$ cat src/rtl/reg_dump_uart.sv
// Walks the register file debug index list, captures each 40-bit {data, tag} word and sends it as 5 UART 8N1 bytes.
// Latency: 10 x (5 + 50 x CLKS_PER_BIT) cycles from START sample to DONE; no backpressure, START is ignored while BUSY.
module reg_dump_uart #(
    parameter int CLKS_PER_BIT = 434,
    parameter int NUM_ENTRIES  = 10
) (
    input  logic        CLK,
    input  logic        RESET,
    input  logic        START,
    input  logic [39:0] R_OUT,
    output logic [4:0]  INC,
    output logic        CLK_INC,
    output logic        TX,
    output logic        BUSY,
    output logic        DONE
);

    localparam logic [15:0] BAUD_LAST = 16'(CLKS_PER_BIT - 1);
    localparam logic [3:0]  PTR_LAST  = 4'(NUM_ENTRIES - 1);

    typedef enum logic [3:0] {
        S_IDLE, S_SEL, S_STROBE, S_WAIT, S_CAPTURE,
        S_TX_START, S_TX_DATA, S_TX_STOP, S_NEXT
    } state_t;

    state_t      state_q, state_d;
    logic [3:0]  ptr_q, ptr_d;
    logic [2:0]  byte_q, byte_d;
    logic [2:0]  bit_q, bit_d;
    logic [15:0] baud_q, baud_d;
    logic [39:0] cap_q, cap_d;
    logic [4:0]  inc_q, inc_d;
    logic        baud_end;
    logic [7:0]  cur_byte;

    function automatic logic [4:0] idx_lut(input logic [3:0] p);
        case (p)
            4'd0:    idx_lut = 5'd2;
            4'd1:    idx_lut = 5'd3;
            4'd2:    idx_lut = 5'd4;
            4'd3:    idx_lut = 5'd5;
            4'd4:    idx_lut = 5'd6;
            4'd5:    idx_lut = 5'd12;
            4'd6:    idx_lut = 5'd13;
            4'd7:    idx_lut = 5'd14;
            4'd8:    idx_lut = 5'd15;
            default: idx_lut = 5'd16;
        endcase
    endfunction

    always_ff @(posedge CLK or negedge RESET) begin
        if (!RESET) begin
            state_q <= S_IDLE;
            ptr_q   <= '0;
            byte_q  <= '0;
            bit_q   <= '0;
            baud_q  <= '0;
            cap_q   <= '0;
            inc_q   <= '0;
        end else begin
            state_q <= state_d;
            ptr_q   <= ptr_d;
            byte_q  <= byte_d;
            bit_q   <= bit_d;
            baud_q  <= baud_d;
            cap_q   <= cap_d;
            inc_q   <= inc_d;
        end
    end

    assign baud_end = (baud_q == BAUD_LAST);

    // Tag goes first on the wire, then register data MSB byte down.
    always_comb begin
        case (byte_q)
            3'd0:    cur_byte = cap_q[7:0];
            3'd1:    cur_byte = cap_q[39:32];
            3'd2:    cur_byte = cap_q[31:24];
            3'd3:    cur_byte = cap_q[23:16];
            default: cur_byte = cap_q[15:8];
        endcase
    end

    always_comb begin
        state_d = state_q;
        ptr_d   = ptr_q;
        byte_d  = byte_q;
        bit_d   = bit_q;
        cap_d   = cap_q;
        inc_d   = inc_q;
        baud_d  = '0;
        case (state_q)
            S_IDLE: begin
                if (START) begin
                    state_d = S_SEL;
                    ptr_d   = '0;
                    inc_d   = idx_lut(4'd0);
                end
            end
            S_SEL:     state_d = S_STROBE;
            S_STROBE:  state_d = S_WAIT;
            // WAIT gives the register file one cycle to settle R_OUT after the strobe.
            S_WAIT:    state_d = S_CAPTURE;
            S_CAPTURE: begin
                cap_d   = R_OUT;
                byte_d  = '0;
                state_d = S_TX_START;
            end
            S_TX_START: begin
                baud_d = baud_end ? '0 : baud_q + 16'd1;
                if (baud_end) begin
                    state_d = S_TX_DATA;
                    bit_d   = '0;
                end
            end
            S_TX_DATA: begin
                baud_d = baud_end ? '0 : baud_q + 16'd1;
                if (baud_end) begin
                    if (bit_q == 3'd7) state_d = S_TX_STOP;
                    else               bit_d   = bit_q + 3'd1;
                end
            end
            S_TX_STOP: begin
                baud_d = baud_end ? '0 : baud_q + 16'd1;
                if (baud_end) begin
                    if (byte_q < 3'd4) begin
                        byte_d  = byte_q + 3'd1;
                        state_d = S_TX_START;
                    end else begin
                        state_d = S_NEXT;
                    end
                end
            end
            S_NEXT: begin
                if (ptr_q < PTR_LAST) begin
                    ptr_d   = ptr_q + 4'd1;
                    inc_d   = idx_lut(ptr_q + 4'd1);
                    state_d = S_SEL;
                end else begin
                    state_d = S_IDLE;
                end
            end
            default: state_d = S_IDLE;
        endcase
    end

    always_comb begin
        INC     = inc_q;
        CLK_INC = (state_q == S_STROBE);
        BUSY    = (state_q != S_IDLE);
        DONE    = (state_q == S_NEXT) && (ptr_q == PTR_LAST);
        case (state_q)
            S_TX_START: TX = 1'b0;
            S_TX_DATA:  TX = cur_byte[bit_q];
            default:    TX = 1'b1;
        endcase
    end

endmodule

$ cat config.mk
export PLATFORM = sky130hd
export DESIGN_NAME = reg_dump_uart
export DESIGN_NICKNAME = d
export VERILOG_FILES = /design/src/rtl/reg_dump_uart.sv
export SDC_FILE = /design/constraint.sdc
export NUM_CORES = 1
export LEC_CHECK = 0
export ABC_AREA = 1
export BUFFER_PORTS_ARGS = -buffer_cell sky130_fd_sc_hd__buf_2
export CORE_MARGIN = 2
export CORE_UTILIZATION = 55
export CTS_CLUSTER_SIZE = 8
export DETAILED_ROUTE_END_ITERATION = 8
export PLACE_DENSITY = 0.87
export SYNTH_ARGS = -nofsm -noshare
export SYNTH_HDL_FRONTEND = slang
export SYNTH_SLANG_ARGS = --single-unit
$ cat constraint.sdc
create_clock -name CLK -period 4.5 [get_ports CLK]
set_input_delay 0.45 -clock CLK [delete_from_list [all_inputs] [get_ports CLK]]
set_output_delay 0.45 -clock CLK [all_outputs]
set_load 0.005 [all_outputs]
==> results by group, run 1 <==
Global routing
  – Number of global-route vias before repair: 3380
  – First-pass GRT wire length: 14800 um
  – Initial antenna violation count: 0
  – Largest net degree at the start of global routing: 48
  – Total Routing Usage GR: 0.242
  – Overflow after GRT: 0

Status
  – Status: completed

Clock tree
  – PostCTS Resize Cnt: 0
  – TritonCTS Buffers: 9
  – Clock latency on the worst-skew pair: 0.36 ns
  – Clock Path Buffers: 2
  – CTS tree: built
  – Sink Count: 75
  – Postcts setup bufs: 0
  – Clk root buf: clkbuf_8
  – Clock transition at path regs: 0.08 ns
  – Cts hold-fix bufs: 0
  – H-tree depth: 3

Worst setup path
  – CP Buf/Inv Count: 2
  – CP cell instances: inv_1 > ha_1 > a21oi_2 > nand3_1 > nand2_1 > nand2_1 > nand3_1 > nand3_1 > nand2_1 > nand2_1 > nand2_1 > buf_2
  – Slowest CP cell: inv_1
  – Critical Path Source Type: flip-flop
  – Type of element capturing the critical path: output pin
  – Slowest stage delay, CP: 0.53 ns
  – Setup slack, reg-to-reg: 2.12 ns
  – Most Frequent Cell on Critical Path: nand2_1
  – Crit Path Class: flip-flop to output pin
  – CP Data Arrival Time: 2.67 ns
  – WP data required: 4.05 ns
  – CP Max Fanout: 23
  – Worst R2R Start: state_q[1]
  – CP delay by family, top: buffers and inverters
  – Critical Path Start: byte_q[2]

Logic synthesis
  – Seq/Total Area, Yosys: 0.470
  – Number of synthesized flops with an enable pin: 0
  – Synth Warn #: 0
  – Synth area leader: dfrtp_1
  – Async SR Flop Fraction: 1.00
  – Net Count, Synth: 577
  – Synth top area cells: dfrtp_1 47%, nand2_1 19%, nand3_1 5.6%
  – Mapped Cells: 518
  – Post-Syn Area: 0.00400 sq mm
  – #FFs+latches synth: 75
  – Synth top area share: 0.470
  – Most used flip-flop cell after synthesis: dfrtp_1
  – Cell variety after synth: 40
  – Syn_area_per_cell: 7.71 sq um

Floorplanning
  – Die ar.: 0.00796 sq mm
  – Die Ht: 89.2 um
  – Initial Util: 0.560
  – Num ports: 52
  – Die width: 89.2 um
  – FP Rows: 31
  – Area of the core: 0.00714 sq mm

Cells and area
  – Most frequent cells in the layout: 205 x nand2_1, 75 x dfrtp_1, 51 x buf_2, 45 x nand3_1, 44 x inv_1
  – Layout Nets: 627
  – Commonest non-fill, non-tap cell in the layout: nand2_1
  – Diodes inserted: 0
  – Layout area overhead: 13.8%
  – Layout cell share with drive strength beyond 1: 0.166

Power
  – Static Leak: 0.00239 uW
  – Pwr Total: 2590 uW
  – Pwr Density: 569 mW/mm^2
  – Max VDD drop: 0.253 mV

Drt
  – Remaining antenna violation count: 0
  – DRT iter0 DRCs: 159
  – Drt pass-1 iters: 5
  – Post-route DRC violation count: 0
  – DR vias: 3537
  – Final WL: 8770 um
  – Wire per inst: 13.0 um
  – Drt via density: 5.26

STA
  – Rel. slew slack: 0.234
  – Minimum clock period: 3.12 ns
  – Max Clock Skew: 0.0107 ns
  – Worst-Margin Slew: 1.15 ns
  – Fin. Hold Viols: 0
  – Final period utilization: 0.693
  – Slew Limit Fails: 0
  – RSZ-0062 raised after global routing: false
  – Final setup TNS: 0 ns
  – FMAX: 321 MHz
  – Final setup vio count: 0

Hold path
  – Worst min-delay path class: primary input to asynchronous set/reset pin

Placement
  – HPWL after DPL: 6310 um
  – Buffers added on ports: 51
  – Final weighted congestion in routability-driven placement: 0.915

Flow run
  – Max cap viols: 0
==> cell type report <==
cell class              count  area, sq um
fillers                   634         2590
clock inverters             3         45.0
clock buffers              13          169
multi-input cells         383         1890
inverters                  46          173
repair buffers             53          270
well taps                  99          124
flip-flops and latches     75         1880
==> sequential cells by signal (all words and copies together), names as in the netlist <==
register and flops:
INC 5, baud_q 16, bit_q 3, byte_q 3, cap_q 40, ptr_q 4
state_q 4
==> stage by stage <==
| stage | instance area (sq um) | hold slack, ns | util | setup slack, ns | std cells |
|---|---|---|---|---|---|
| global placement | 4330 | 0.457 | 0.607 | 1.98 | 656 |
| CTS | 4550 | 0.282 | 0.637 | 1.43 | 672 |
| finish | 4550 | 0.250 | 0.637 | 1.38 | 672 |
| floorplan | 4000 | 0.154 | - | 2.31 | 518 |
| global route | 4550 | 0.295 | 0.637 | 1.20 | 672 |
| detailed placement | 4330 | 0.463 | 0.607 | 1.83 | 656 |
==> power breakdown <==
part | switching, uW | internal, uW | total (uW)
clock | 247 | 302 | 549
combinational | 602 | 328 | 930
sequential | 186 | 920 | 1110
==> Yosys cell counts, types with 2 or more instances <==
cell,count
nor3_1,9
o21ai_1,3
nor2_2,3
ha_1,16
nand4_1,3
xor2_1,4
nor4_1,2
nand3_1,45
clkbuf_1,10
nor3b_1,3
nor2_1,38
o211ai_1,2
inv_1,44
nand3_2,5
a21oi_1,9
inv_2,2
nand2_2,4
dfrtp_1,75
buf_2,3
nor2_4,3
nand2_1,205
o21ai_0,11
nor3_2,2
==> routing by layer <==
layer | global-route usage | part of all wire | up-vias
li1 | - | - | 1741
met1 | 0.301 | 0.43 | 1637
met2 | 0.407 | 0.48 | 127
met3 | 0.0369 | 0.054 | 32
met4 | 0.126 | 0.034 | 0
met5 | 0 | 0 | -
==> cell families after synthesis <==
kind of cell	synth area share
adders and majority gates	0.0501
buffers and inverters	0.0582
and+or+nand+nor	0.359
xor gates and xnor gates	0.0110
AOI/OAI and AO/OA	0.0520
DFF	0.470
==> final timing paths <==
path                              end  depth (start not counted)
setup / recovery                   TX                         12
hold / removal                 INC[3]                          1
setup reg to reg           state_q[2]                          8
hold reg to reg             cap_q[25]                          2
max in group asynchronous    cap_q[8]                          2
min in group CLK            cap_q[35]                          3
(Power assumes the default switching activity.)
==> run 2: changes to the inputs <==
Settings changed: CORE_UTILIZATION 55 to 52.
Clock period 4.5 ns to 2.7 ns, I/O delays scaled along.
==> results by group, run 2 (synthesis results as in run 1) <==
Cells and area
  – Layout Nets: 629
  – Top reg by flops: cap_q
  – Fin cells: 674
  – Layout area overhead: 14.9%
  – Design area: 0.00459 sq mm
  – Commonest non-fill, non-tap cell in the layout: nand2_1
  – Filler Cell Count: 642
  – Diodes inserted: 0
  – Most frequent cells in the layout: 205 x nand2_1, 75 x dfrtp_1, 51 x buf_2, 45 x nand3_1, 44 x inv_1
  – Largest register FFs: 40
  – Layout cell share with drive strength beyond 1: 0.174

Global routing
  – Largest net degree at the start of global routing: 43
  – First-pass GRT wire length: 15200 um
  – Total Routing Usage GR: 0.226
  – Overflow after GRT: 0
  – Initial antenna violation count: 0
  – Number of global-route vias before repair: 3448

Drt
  – Wire per inst: 13.1 um
  – Met2 Routed Length: 4390 um
  – Post-route DRC violation count: 0
  – DRT iter0 DRCs: 182
  – Drt via density: 5.17
  – M1 wire length: 3730 um
  – Remaining antenna violation count: 0
  – Drt pass-1 iters: 5
  – Met3 WL: 443 um
  – Top routing layer in use: met4
  – DR vias: 3484
  – Final WL: 8800 um

Floorplanning
  – Area of the core: 0.00733 sq mm
  – Die width: 91.7 um
  – Die Ht: 91.7 um
  – Die ar.: 0.00840 sq mm
  – FP Rows: 31
  – Initial Util: 0.545
  – Num ports: 52

Placement
  – Final weighted congestion in routability-driven placement: 0.868
  – Post-place setup slack: 0.526 ns
  – Placed Cells: 658
  – Placed inst area: 0.00436 sq mm
  – HPWL after DPL: 6400 um
  – Buffers added on ports: 51

Worst setup path
  – CP cell instances: inv_1 > ha_1 > o21ai_4 > nand3_1 > nand2_1 > nand2_1 > nand3_1 > nand3_1 > nand2_1 > nand2_1 > nand2_1 > buf_2
  – WP data required: 2.43 ns
  – CP delay by family, top: simple AND/OR/NAND/NOR gates
  – Critical path depth: 12
  – Worst R2R Start: baud_q[1]
  – CP Data Arrival Time: 2.22 ns
  – Slowest CP cell: dfrtp_1
  – Setup slack, reg-to-reg: 0.68 ns
  – Slowest stage delay, CP: 0.41 ns
  – CP Max Fanout: 9
  – Most Frequent Cell on Critical Path: nand2_1
  – CP Buf/Inv Count: 2
  – Type of element capturing the critical path: output pin
  – Crit Path Class: flip-flop to output pin
  – Worst Reg-to-Reg Cells: 9
  – Critical Path Source Type: flip-flop
  – Critical Path Start: byte_q[1]
  – Reg2reg end: state_q[2]

Flow run
  – Max cap viols: 0

Power
  – Max VDD drop: 0.442 mV
  – Static Leak: 0.00240 uW
  – Pwr Density: 933 mW/mm^2

STA
  – Max Clock Skew: 0.0109 ns
  – Fin. Hold Viols: 7
  – Final setup vio count: 0
  – Final period utilization: 0.921
  – Worst-Margin Slew: 0.831 ns
  – Hold Worst Slack: -0.00513 ns
  – Final worst slack: 0.213 ns
  – Rel. slew slack: 0.446
  – FMAX: 402 MHz
  – RSZ-0062 raised after global routing: false
  – Slew Limit Fails: 0
  – Minimum clock period: 2.49 ns
  – Final setup TNS: 0 ns

Clock tree
  – H-tree depth: 3
  – Clk root buf: clkbuf_8
  – Sink Count: 75
  – TritonCTS Buffers: 9
  – Clock Path Buffers: 2
  – Clock latency on the worst-skew pair: 0.37 ns
  – Clock transition at path regs: 0.08 ns
  – CTS tree: built

Hold path
  – Worst min-delay path class: primary input to asynchronous set/reset pin

Status
  – Failing checks: negative hold slack
  – Status: finished with violations
## run 2: power by group
part           internal, uW  switching, uW
registers              1530            304
clock network           480            425
logic                   553            986
total                  2570           1710
## run 2: worst max-delay path by stage
stage | end | slack (ns)
after floorplan | TX | 0.69
after global placement | TX | 0.59
after detailed placement | TX | 0.53
after CTS | TX | 0.12
after global routing | TX | 0.006
final | TX | 0.21
## run 2: metrics by stage
step	power [uW]	util
floorplan	2920	-
global placement	3300	0.595
detailed placement	3390	0.595
CTS	4310	0.623
global route	4660	0.626
finish	4280	0.626
## run 2: repair_timing
action,CTS,global route
resized for setup,0,6
hold buffers,0,0
buffers inserted,0,0
endpoints found under the setup margin,0,1
endpoints found under the hold margin,0,0
## run 2: layout make-up
| class | instances | area, sq um | share of cell area |
|---|---|---|---|
| multi-input combinational | 383 | 1910 | 0.417 |
| sequential | 75 | 1880 | 0.409 |
| timing repair buffer | 55 | 298 | 0.0649 |
| inverter | 46 | 173 | 0.0376 |
| clock buffer | 13 | 159 | 0.0346 |
| tap | 99 | 124 | 0.0270 |
| clock inverter | 3 | 46.3 | 0.0101 |
## run 2: worst reg2reg max path, stage by stage (launching register included)
cell and delay [ns]:
dfrtp_1 0.40, inv_1 0.10, ha_1 0.17, nand3_1 0.09, nor4_1 0.29, nand2_1 0.22, nand2_2 0.28, nand3_2 0.17
o21ai_1 0.15, inv_1 0.05
## run 2: metal layers
metal	global-route usage	vias to the layer above
met1	0.281	1612
met5	0	-
met4	0.128	0
met3	0.0427	22
met2	0.369	104
li1	-	1746
